$ cat src/rtl/uart_tx.sv
//==============================================================================
// uart_tx : LSB-first UART transmitter with a one-byte holding register.
// Optional even parity bit is enabled by defining UART_TX_PARITY_EN.
// Revision: 1.0
//==============================================================================
`default_nettype none

module uart_tx #(
   parameter int STOP_BITS = 1
) (
   input  logic       clk,
   input  logic       rst_n,
   input  logic [7:0] tx_data,
   input  logic       tx_valid,
   output logic       tx_ready,
   output logic       tx_out,
   output logic       tx_busy
);

`ifdef UART_TX_PARITY_EN
   typedef enum logic [2:0] {
      IDLE   = 3'd0,
      START  = 3'd1,
      DATA   = 3'd2,
      PARITY = 3'd3,
      STOP   = 3'd4
   } state_t;
`else
   typedef enum logic [2:0] {
      IDLE   = 3'd0,
      START  = 3'd1,
      DATA   = 3'd2,
      STOP   = 3'd4
   } state_t;
`endif

   localparam logic STOP_LAST = (STOP_BITS == 2);

   state_t      state_q;
   logic [2:0]  cnt_q;
   logic        stop_q;
   logic [7:0]  shift_q;
   logic [7:0]  hold_q;
   logic        hold_full_q;
   logic        tx_out_q;
   logic        tx_busy_q;

   logic        xfer;
   logic        at_last_stop;
   logic        to_hold;

   assign xfer         = tx_valid & ~hold_full_q;
   assign at_last_stop = (state_q == STOP) && (stop_q == STOP_LAST);
   // A byte arriving on the last stop edge goes straight to the shifter instead.
   assign to_hold      = xfer && (state_q != IDLE) && !at_last_stop;

   always_ff @(posedge clk or negedge rst_n) begin
      if (!rst_n) begin
         state_q     <= IDLE;
         cnt_q       <= 3'd0;
         stop_q      <= 1'b0;
         shift_q     <= 8'h00;
         hold_q      <= 8'h00;
         hold_full_q <= 1'b0;
         tx_out_q    <= 1'b1;
         tx_busy_q   <= 1'b0;
      end else begin
         if (to_hold) begin
            hold_q      <= tx_data;
            hold_full_q <= 1'b1;
         end

         case (state_q)
            IDLE: begin
               if (xfer || hold_full_q) begin
                  shift_q     <= hold_full_q ? hold_q : tx_data;
                  hold_full_q <= 1'b0;
                  state_q     <= START;
                  tx_out_q    <= 1'b0;
                  tx_busy_q   <= 1'b1;
               end
            end

            START: begin
               state_q  <= DATA;
               cnt_q    <= 3'd0;
               tx_out_q <= shift_q[0];
            end

            DATA: begin
               cnt_q <= cnt_q + 3'd1;
               if (cnt_q == 3'd7) begin
`ifdef UART_TX_PARITY_EN
                  state_q  <= PARITY;
                  tx_out_q <= ^shift_q;
`else
                  state_q  <= STOP;
                  stop_q   <= 1'b0;
                  tx_out_q <= 1'b1;
`endif
               end else begin
                  tx_out_q <= shift_q[cnt_q + 3'd1];
               end
            end

`ifdef UART_TX_PARITY_EN
            PARITY: begin
               state_q  <= STOP;
               stop_q   <= 1'b0;
               tx_out_q <= 1'b1;
            end
`endif

            STOP: begin
               if (stop_q == STOP_LAST) begin
                  if (hold_full_q || xfer) begin
                     shift_q     <= hold_full_q ? hold_q : tx_data;
                     hold_full_q <= 1'b0;
                     state_q     <= START;
                     tx_out_q    <= 1'b0;
                  end else begin
                     state_q   <= IDLE;
                     tx_out_q  <= 1'b1;
                     tx_busy_q <= 1'b0;
                  end
               end else begin
                  stop_q <= 1'b1;
               end
            end

            default: begin
               state_q   <= IDLE;
               tx_out_q  <= 1'b1;
               tx_busy_q <= 1'b0;
            end
         endcase
      end
   end

   assign tx_ready = ~hold_full_q;
   assign tx_out   = tx_out_q;
   assign tx_busy  = tx_busy_q;

endmodule

`default_nettype wire

$ cat config.mk
export PLATFORM = sky130hd
export DESIGN_NAME = uart_tx
export DESIGN_NICKNAME = d
export VERILOG_FILES = /design/src/rtl/uart_tx.sv
export SDC_FILE = /design/constraint.sdc
export NUM_CORES = 1
export LEC_CHECK = 0
export CAP_MARGIN = 20
export CORE_ASPECT_RATIO = 1.2
export CORE_MARGIN = 2
export CORE_UTILIZATION = 30
export CTS_CLUSTER_SIZE = 8
export DETAILED_ROUTE_END_ITERATION = 10
export PLACE_DENSITY = 0.44
export SLEW_MARGIN = 15
export SYNTH_ARGS = -nofsm -noshare
export SYNTH_HDL_FRONTEND = slang
export SYNTH_SLANG_ARGS = --single-unit
$ cat constraint.sdc
create_clock -name clk -period 3.5 [get_ports clk]
set_input_delay 0.7 -clock clk [delete_from_list [all_inputs] [get_ports clk]]
set_output_delay 0.7 -clock clk [all_outputs]
set_load 0.005 [all_outputs]
Word-level counts from Yosys, hierarchy flattened
Index checks and enable logic that the tools add are counted.
Widths: inputs -> output; s select.
{"block": "word_totals", "elab_cells": 66, "inputBits": 11, "regBits": 26}
{"block": "op_classes", "muxes": 28, "n_reduce_logical": 16, "n_bitwise": 4, "magnitude_cmp": 1, "addsub": 1, "n_eq_ne": 8}
{"cell": "$mux 8", "n": 3}
{"cell": "$pmux 8 s2", "n": 1}
{"cell": "$mux 1", "n": 14}
{"cell": "$pmux 3 s4", "n": 1}
{"cell": "$mux 3", "n": 3}
{"cell": "$ne 2x2->1 const B", "n": 4}
{"cell": "$eq 3x3->1 const B", "n": 2}
{"cell": "$pmux 3 s2", "n": 1}
{"cell": "$reduce_and 2->1", "n": 3}
{"cell": "$reduce_bool 2->1", "n": 3}
{"cell": "$lt 3x4->1 const B", "n": 1}
{"cell": "$pmux 1 s2", "n": 2}
{"cell": "$pmux 1 s4", "n": 1}
{"cell": "$reduce_and 4->1", "n": 1}
{"cell": "$add 3x1->3 const B", "n": 1}
{"cell": "$bmux 1 s3", "n": 1}
{"cell": "$eq 3x1->1 const B", "n": 1}
{"cell": "$eq 3x2->1 const B", "n": 1}
{"cell": "$logic_and 1x1->1", "n": 3}
{"cell": "$logic_not 3->1", "n": 1}
{"cell": "$not 1->1", "n": 3}
{"cell": "$pmux 1 s3", "n": 1}
{"cell": "$reduce_and 3->1", "n": 1}
{"cell": "$reduce_bool 3->1", "n": 1}
{"cell": "other kinds (4)", "n": 4}

Logic depth before layout (Yosys ltp)
Gate-level depths: netlist of the first run.
{"block": "logic_depth", "word_depth": 8, "mapped_depth": 5, "depth_no_buf": 5}

Least setup slack after synthesis of the first run
OpenSTA, ideal clock, no wires.
{"block": "synth_path", "path_type": "input port to flip-flop", "startpoint": "in tx_valid", "endpoint": "reg tx_busy_q, in the netlist tx_busy", "arrival_ps": 1481, "path_buffers": 0, "path_slack_ps": 1898, "path_stages": 4, "required_ps": 3379, "cell_sequence": "nor2_1 > nor2_1 > maj3_1 > a22o_1"}
{"block": "synth_between", "elab_chain_cells": 4}
{"item": "from (decl)", "line": "14", "text": "input logic tx_valid,"}
{"item": "$and 1x1->1 (*)", "line": "52", "text": "assign xfer = tx_valid & ~hold_full_q;"}
{"item": "$logic_or 1x1->1 (*)", "line": "75, 116"}
{"item": "$ne 2x2->1 (no line)"}
{"item": "$reduce_and 4->1 (no line) (*)"}
{"item": "to (signal assigned)", "line": "66", "text": "tx_busy_q <= 1'b0;"}
{"item": "to (signal assigned)", "line": "80", "text": "tx_busy_q <= 1'b1;"}
{"item": "to (signal assigned)", "line": "124", "text": "tx_busy_q <= 1'b0;"}
{"item": "to (decl)", "line": "46", "text": "logic tx_busy_q;"}
Every way passes the cells marked *; elsewhere a longest branch is shown, timed or not.
A chain may end at the register's enable or synchronous reset.

Worst setup path in the final report of the first run
{"block": "layout_path", "startpoint": "reg hold_full_q", "endpoint": "out tx_ready"}
{"block": "layout_between", "elab_chain_cells": 1}
{"item": "from (decl)", "line": "44", "text": "logic hold_full_q;"}
{"item": "from (signal assigned)", "line": "64", "text": "hold_full_q <= 1'b0;"}
{"item": "from (signal assigned)", "line": "70", "text": "hold_full_q <= 1'b1;"}
{"item": "from (signal assigned)", "line": "77", "text": "hold_full_q <= 1'b0;"}
{"item": "$not 1->1", "line": "140", "text": "assign tx_ready = ~hold_full_q;"}
{"item": "to (decl)", "line": "15", "text": "output logic tx_ready,"}
Every way passes these cells.

==> run metrics, run 1 <==
Setup Crit Path Kind reg -> out; Finish-stage setup viols 0; Core Area 0.003694 mm^2; commonest cells after routing, fill and taps aside dfrtp_1 (24), nor2_1 (17), clkdlybuf4s50_1 (13); Final WS setup 1.275 ns; Post-CTS Setup Bufs 0; Relative slew margins 0.4033; Antenna Cells 0; status finished, final reports clean; Hold WC Path Type reg -> reg; Final GP Congestion 0.7585; nets 126; largest net degree at the start of global routing 26; I/O Pins 14; Filler Cells Inserted 393; initial antenna violation count 0; gr ovfl total 0; drt drc 0; Setup crit end kind primary output; total CTS buffers 3; Max Fclk 449.5 MHz; Syn Inst Count 98; Resized cells post-CTS 0; setup TNS 0 ns; hold_buf cts 0; CP Launch Point hold_full_q$_DFF_PN0_; Die H 72.48 um; Port Buffers 13; MaxCap Viol Count 0; LEAKAGE 0.5823 nW; sequential-to-total area share from yosys stat 0.5347; Mapped Area 0.001172 mm^2; Critical R2R Launch hold_full_q$_DFF_PN0_; total number of yosys warnings 0; Clock Pin Slew Worst Setup and Hold Paths 0.08 ns; final wirelength 2025 um; CTS tree built; DR iter-0 viols 29; highest ir drop seen on vdd 0.0002403 V; skew final 0.001681 ns; Non-Filler Instances 164; post-DP HPWL 1456 um; CP Launch Type flop; worst reg-to-reg path cell count 3; Yosys top cell area share 0.5123; TritonRoute pass-1 iters 4; dpl cells 160; H-tree depth 1; CP max FO 11; library cells used by synthesis 23; worst slew pin tran 0.8902 ns; clk buf depth 2; Sink Count 25; CP arrival 1.52 ns; vias in the first global route 796; Slew Viols, Final 0; hold path depth 1; total die area 0.004426 mm^2; routed wire length per instance 12.35 um; Critical Path RT 2.80 ns; mean area per synthesized cell 11.96 um^2; ratio of cells with drive above 1 in the final layout 0.1607; Horiz. Die Dim 61.07 um; Root Buffer clkbuf_8; post-layout min period 2.225 ns; Cell Pwr Density 861.8 mW/mm^2; commonest non-fill, non-tap cell in the layout dfrtp_1; clk_lat worst skew 0.26 ns; post-synthesis register bit count 25; via-per-instance ratio 4.713; Post-Syn Nets 111; Initial Utilization 0.3174; RSZ-0062 raised after global routing false; Core Rows 24; area leader, netlist dfrtp_1; Synth-to-Final Area Change 19.10%; dpl ws 1.179 ns; hold_sp hold_q[6]$_DFFE_PN0P_; first-pass GRT wire length 3525 um; Final Hold Fails 0; Routed Antenna Nets 0; DR vias 773; fin crit share 0.6357; synth top area cells dfrtp_1 (51%), mux2i_1 (10%), mux2_2 (8.6%); gr usage total 0.1089
[worst paths after layout]
path	end	slack, ns
max	tx_ready	1.28
min	hold_q[6]$_DFFE_PN0P_	0.51
max in group asynchronous	tx_out$_DFFE_PN1P_	2.41
max reg2reg	shift_q[4]$_DFFE_PN0P_	1.58
min in group asynchronous	cnt_q[1]$_DFFE_PN0P_	0.80
min reg2reg	hold_q[6]$_DFFE_PN0P_	0.51
[worst max-delay path, stage by stage, from the launching register on]
cell	delay [ns]
dfrtp_1	0.72
inv_1	0.08
clkdlybuf4s50_1	0.46
[cells in the mapped netlist, drive strengths merged]
master   count
dfrtp       24
nor2        17
mux2i       12
a21oi       10
mux2         9
buf          3
inv          3
nor3         3
o2bb2ai      3
a22oi        2
ha           2
a22o         1
a31oi        1
and3         1
clkbuf       1
dfstp        1
maj3         1
mux4         1
nor3b        1
o21ai        1
o221a        1
[per-stage QoR]
step	hold slack, ns	power (W)	area, um^2	utilization
4_1_cts	0.5159	0.001232	1396	0.3780
2_1_floorplan	0.4044	0.0009321	1172	-
6_report	0.5088	0.001203	1396	0.3780
3_5_place_dp	0.4958	0.001056	1351	0.3659
5_1_grt	0.5205	0.001314	1396	0.3780
3_3_place_gp	0.4886	0.001046	1351	0.3659
[metal layers]
layer  vias to the layer above  part of all wire  global-route usage
met3                         4             0.036             0.02139
met2                        19              0.45              0.1655
met5                         -                 0                   0
met4                         0             0.024             0.05797
met1                       371              0.49              0.1437
li1                        379                 -                   -
[registers in the layout (all words and copies together), names as in the netlist]
| register | flops |
|---|---|
| tx_out | 1 |
| hold_full_q | 1 |
| state_q | 3 |
| hold_q | 8 |
| shift_q | 8 |
| cnt_q | 3 |
| tx_busy | 1 |
[cell families after synthesis]
| logic type | after synthesis | share of synthesized area |
|---|---|---|
| buf+inv | 7 | 0.02987 |
| flops | 25 | 0.5347 |
| compound gates | 19 | 0.1046 |
| fa+ha+maj | 3 | 0.02988 |
| mux | 22 | 0.2081 |
| simple gates | 22 | 0.09285 |
[final cells by class]
type	instances	area, um^2	share of cell area
clock buffer	4	45.04	0.03226
inverter	3	11.26	0.008065
multi-input combinational	66	510.5	0.3656
sequential	25	626.9	0.4489
tap	52	65.06	0.04659
timing repair buffer	14	137.6	0.09857
[power by group]
| group | switching [W] | internal, W | leakage, nW | total [W] |
|---|---|---|---|---|
| Combinational | 0.000201 | 0.000272 | 0.266 | 0.000473 |
| Sequential | 0.000132 | 0.000429 | 0.293 | 0.000561 |
| Clock | 0.0000882 | 0.0000813 | 0.0228 | 0.000169 |
No activity file was read; power rests on OpenSTA's default activity.
==> run 2, diff against run 1 <==
PLACE_DENSITY = 0.46   (was 0.44)
clock period = 1.9 ns   (was 3.5 ns; I/O delays follow)
==> run 2 against run 1 <==
Sequential share of layout area shrank 1.8 points; final area rose by 4.1%; power up 94%; register-to-register slack lost 1.2 ns; combinational power rose by 130%; first-iteration DRC count is 52% higher; largest power group is now combinational logic; cell count increased by 3.7%; largest cell class unchanged; critical path type unchanged; sequential power is 69% higher; die area unchanged.
==> run metrics, run 2 (synthesis gave the netlist of run 1 again) <==
Synth-to-Final Area Change 24.01%; Critical Path RT 1.52 ns (-1.28 ns); post-layout min period 1.686 ns; Cell Pwr Density 1608 mW/mm^2 (+87%); Max Fclk 593.0 MHz; Hold WC Path Type in -> async; dpl ws 0.2038 ns (-0.9749 ns); Crit path buffers/inverters 1 (-1); Finished Cell Area 0.001454 mm^2 (+4.1%); Final Util 0.3936 (+0.01558); Cell Area, Placed 0.001409 mm^2 (+4.3%); Core Rows 24 (unchanged); Final Hold Fails 0 (unchanged); worst slew pin tran 0.3882 ns (-0.5020 ns); commonest non-fill, non-tap cell in the layout dfrtp_1; Initial Utilization 0.3174 (unchanged); Setup crit end kind primary output; Filler Cells Inserted 358 (-8.9%); largest net degree at the start of global routing 26 (unchanged); Worst path max stage delay 0.55 ns (-0.17 ns); Root Buffer clkbuf_8; skew final 0.003611 ns (+0.001930 ns); Core Area 0.003694 mm^2 (unchanged); drt drc 0 (unchanged); Final WS setup 0.2135 ns (-1.062 ns); worst path cell trace clkdlybuf4s50_1; CP Launch Type flop; Slew Viols, Final 0 (unchanged); final wirelength 2148 um (+6.1%); RSZ-0062 raised after global routing false; CP delay by family, top flip-flops; Clock Pin Slew Worst Setup and Hold Paths 0.09 ns (about the same); gr ovfl total 0 (unchanged); ratio of cells with drive above 1 in the final layout 0.2034 (+0.04268); Sink Count 25 (unchanged); Final GP Congestion 0.8090 (+6.7%); highest ir drop seen on vdd 0.0006399 V (+170%); initial antenna violation count 0 (unchanged); fin crit share 0.8876; Port Buffers 13 (unchanged); commonest cells after routing, fill and taps aside dfrtp_1 (24), nor2_1 (17), clkdlybuf4s50_1 (13); Post-CTS Setup Bufs 0 (unchanged); CP max FO 2 (-9); CTS tree built; MaxCap Viol Count 0 (unchanged); gr usage total 0.1115 (+0.002596); first-pass GRT wire length 3684 um (+4.5%); vias in the first global route 814 (+2.3%); routed wire length per instance 12.64 um (+2.3%); nets 132 (+4.8%); via-per-instance ratio 4.600 (-2.4%); DR iter-0 viols 44 (+52%); Relative slew margins 0.7384 (+0.3352); Die H 72.48 um (unchanged); slowest CP cell dfstp_2; Horiz. Die Dim 61.07 um (unchanged); Antenna Cells 0 (unchanged); Resized cells post-CTS 0 (unchanged); Setup Crit Path Kind reg -> out; Finish-stage setup viols 0 (unchanged); post-DP HPWL 1536 um (+5.5%); hold_buf cts 0 (unchanged); H-tree depth 1 (unchanged); total CTS buffers 3 (unchanged); status finished, final reports clean; LEAKAGE 0.6160 nW (+5.8%); clk_lat worst skew 0.26 ns (about the same); I/O Pins 14 (unchanged); Routed Antenna Nets 0 (unchanged); TritonRoute pass-1 iters 4 (unchanged); Largest regs hold_q: 8 flops, shift_q: 8 flops; clk buf depth 2 (unchanged); DR vias 782 (+1.2%); total die area 0.004426 mm^2 (unchanged); CP arrival 1.31 ns (-0.21 ns); setup TNS 0 ns (unchanged)
==> run 2: cell types whose count changed in the layout (fill, tap and decap cells not counted), sizes merged <==
cell  previous run  this run
buf              1         7
==> run 2: per-stage QoR <==
step           hold WS [ns]  total power [W]  std cells
2_1_floorplan       0.08441         0.001717         98
3_3_place_gp         0.4895         0.002026        166
3_5_place_dp         0.4953         0.002051        166
4_1_cts              0.4884         0.002379        170
5_1_grt              0.5026         0.002549        170
6_report             0.4845         0.002337        170
==> run 2: final timing paths <==
| kind | start | endpoint | slack (ns) | cells past startpoint |
|---|---|---|---|---|
| min in group clk | hold_q[2]$_DFFE_PN0P_ | hold_q[2]$_DFFE_PN0P_ | 0.51 | 1 |
| worst min register to register | hold_q[2]$_DFFE_PN0P_ | hold_q[2]$_DFFE_PN0P_ | 0.51 | 1 |
| worst max register to register | cnt_q[1]$_DFFE_PN0P_ | tx_out$_DFFE_PN1P_ | 0.42 | 3 |
| worst max-delay path | tx_out$_DFFE_PN1P_ | tx_out | 0.21 | 1 |
| worst min-delay path | rst_n | cnt_q[2]$_DFFE_PN0P_ | 0.48 | 2 |
| max in group asynchronous | rst_n | tx_out$_DFFE_PN1P_ | 1.12 | 2 |
==> run 2: layout make-up <==
cell class              count  area, um^2  share of cell area
clock buffers               4       45.04             0.03098
flip-flops and latches     25       626.9              0.4312
inverters                   3       11.26            0.007745
well taps                  52       65.06             0.04475
repair buffers             20       195.2              0.1343
multi-input cells          66       510.5              0.3511
==> run 2: worst reg2reg max path: cells and delay by family, from the launching register on <==
kind / cells / cell delay [ns]
AO/OA/AOI/OAI: 1 / 0.16
adder cells (fa/ha/maj): 1 / 0.34
flip-flops: 1 / 0.41
multiplexers: 1 / 0.50
==> run 2: where the power goes <==
group / internal (W) / total, W / switching, W
clock network: 0.000150 / 0.000316 / 0.000166
logic: 0.000584 / 0.00107 / 0.000491
registers: 0.000792 / 0.000947 / 0.000155
==> run 2: routing by layer <==
layer,routed length [um],up-vias,track usage
li1,-,393,-
met5,0,-,0
met1,1025,375,0.1508
met2,1051,12,0.1702
met4,17,0,0.05072
met3,53,2,0.02139
==> run 3, diff against run 2 <==
GPL_TIMING_DRIVEN = 0   (was unset)
PLACE_DENSITY = 0.44   (was 0.46)
clock period = 1.8 ns   (was 1.9 ns; I/O delays follow)
==> run 3 against run 2 <==
Critical path depth increased by 2; count of clock-buffer cells in the layout decreased by 1; largest cell class unchanged; utilization is 0.34 points lower; combinational power increased by 7%; routed wire length grew 2.0%; power grew 6.2%; sequential share of layout area up 0.37 points; sequential cell count did not move; global-route usage rose by 0.15 points; critical path type unchanged.
==> run metrics, run 3 (synthesis gave the netlist of run 1 again) <==
Root Buffer clkbuf_8; post-DP HPWL 1545 um (+0.61%); total die area 0.004426 mm^2 (unchanged); drt drc 0 (unchanged); Core Rows 24 (unchanged); Cell Pwr Density 1722 mW/mm^2 (+7.1%); Routed Antenna Nets 0 (unchanged); Slew Viols, Final 0 (unchanged); Antenna Cells 0 (unchanged); Cell Area, Placed 0.001363 mm^2 (-3.3%); nets 132 (unchanged); Hold WC Path Type in -> async; Finish-stage setup viols 0 (unchanged); routed wire length per instance 12.89 um (+2.0%); Horiz. Die Dim 61.07 um (unchanged); CP Launch Type flop; Setup crit end kind primary output; post-layout min period 1.692 ns; ratio of cells with drive above 1 in the final layout 0.2119 (+0.008475); worst slew pin tran 0.5745 ns (+0.1862 ns); CP max FO 4 (+2); Largest regs hold_q: 8 flops, shift_q: 8 flops; Synth-to-Final Area Change 22.95%; Final WS setup 0.1083 ns (-0.1052 ns); Die H 72.48 um (unchanged); dpl ws -0.04144 ns (-0.2453 ns); Non-Filler Instances 170 (unchanged); Final Hold Fails 0 (unchanged); largest net degree at the start of global routing 26 (unchanged); DR vias 780 (-0.26%); hold_buf cts 0 (unchanged); skew final 0.001657 ns (-0.001954 ns); Port Buffers 13 (unchanged); vias in the first global route 818 (+0.49%); final wirelength 2191 um (+2.0%); Clock Pin Slew Worst Setup and Hold Paths 0.09 ns (about the same); first-pass GRT wire length 3698 um (+0.38%); clk buf depth 2 (unchanged); Final GP Congestion 0.7764 (-4.0%); commonest cells after routing, fill and taps aside dfrtp_1 (24), nor2_1 (17), mux2i_1 (12), clkdlybuf4s50_1 (12), a21oi_1 (10); CTS tree built; Sink Count 25 (unchanged); Relative slew margins 0.6170 (-0.1214); RSZ-0062 raised after global routing false; setup TNS 0 ns (unchanged); Max Fclk 591.1 MHz; commonest non-fill, non-tap cell in the layout dfrtp_1; dpl cells 163 (-1.8%); via-per-instance ratio 4.588 (-0.26%); highest ir drop seen on vdd 0.0007248 V (+13%); MaxCap Viol Count 0 (unchanged); gr ovfl total 0 (unchanged); total CTS buffers 3 (unchanged); Initial Utilization 0.3174 (unchanged); status finished, final reports clean; clk_lat worst skew 0.27 ns (about the same); CP arrival 1.33 ns (+0.02 ns); LEAKAGE 0.6136 nW (-0.38%); H-tree depth 1 (unchanged); fin crit share 0.9398; Core Area 0.003694 mm^2 (unchanged); I/O Pins 14 (unchanged); DR iter-0 viols 11 (-75%); Critical Path RT 1.44 ns (-0.08 ns); Setup Crit Path Kind reg -> out; TritonRoute pass-1 iters 4 (unchanged); Finished Cell Area 0.001441 mm^2 (-0.86%); gr usage total 0.1130 (+0.001514); initial antenna violation count 0 (unchanged)
==> run 3: timing repair <==
item	4_1_cts	5_1_grt
setup buffers	0	3
hold endpoints to repair	0	0
endpoints found under the setup margin	1	1
resized for setup	1	2
==> run 3: path summary, 6_finish.rpt <==
path                                       start                      to  slack [ns]  depth (start not counted)
hold / removal                             rst_n   hold_q[0]$_DFFE_PN0P_        0.08                          1
hold reg to reg            hold_q[4]$_DFFE_PN0P_   hold_q[4]$_DFFE_PN0P_        0.51                          1
setup reg to reg           hold_full_q$_DFF_PN0_   hold_q[5]$_DFFE_PN0P_        0.14                          4
min in group clk           hold_q[4]$_DFFE_PN0P_   hold_q[4]$_DFFE_PN0P_        0.51                          1
max in group asynchronous                  rst_n  state_q[0]$_DFFE_PN0P_        1.34                          1
setup / recovery           hold_full_q$_DFF_PN0_                tx_ready        0.11                          3
==> run 3: where the power goes <==
group          switching [W]  internal (W)
registers           0.000160      0.000836
logic               0.000528      0.000624
clock network       0.000179      0.000155
==> run 3: critical path, stage by stage, from the launching register on <==
cell and delay (ns):
dfrtp_1 0.41, buf_8 0.13, inv_1 0.04, clkdlybuf4s50_1 0.49
==> run 3: per-layer routing <==
| metal | part of all wire | track usage |
|---|---|---|
| met5 | 0 | 0 |
| met1 | 0.46 | 0.1429 |
| met3 | 0.034 | 0.02139 |
| met4 | 0.021 | 0.05072 |
| met2 | 0.49 | 0.1832 |
==> run 3: metrics by stage <==
step | hold WS (ns) | util | power (W)
2_1_floorplan | 0.06441 | - | 0.001812
3_3_place_gp | 0.4885 | 0.3703 | 0.002090
3_5_place_dp | 0.4096 | 0.3689 | 0.002107
4_1_cts | 0.1031 | 0.3821 | 0.002461
5_1_grt | 0.1167 | 0.3902 | 0.002682
6_report | 0.07957 | 0.3902 | 0.002482
==> run 3: area by class of cell <==
cell class	instances	area, um^2
Multi-Input combinational cell	66	510.5
Clock buffer	3	41.29
Buffer	4	33.78
Inverter	3	11.26
Fill cell	394	2252
Sequential cell	25	626.9
Timing Repair Buffer	16	147.6
Tap cell	52	65.06
Clock inverter	1	5.005
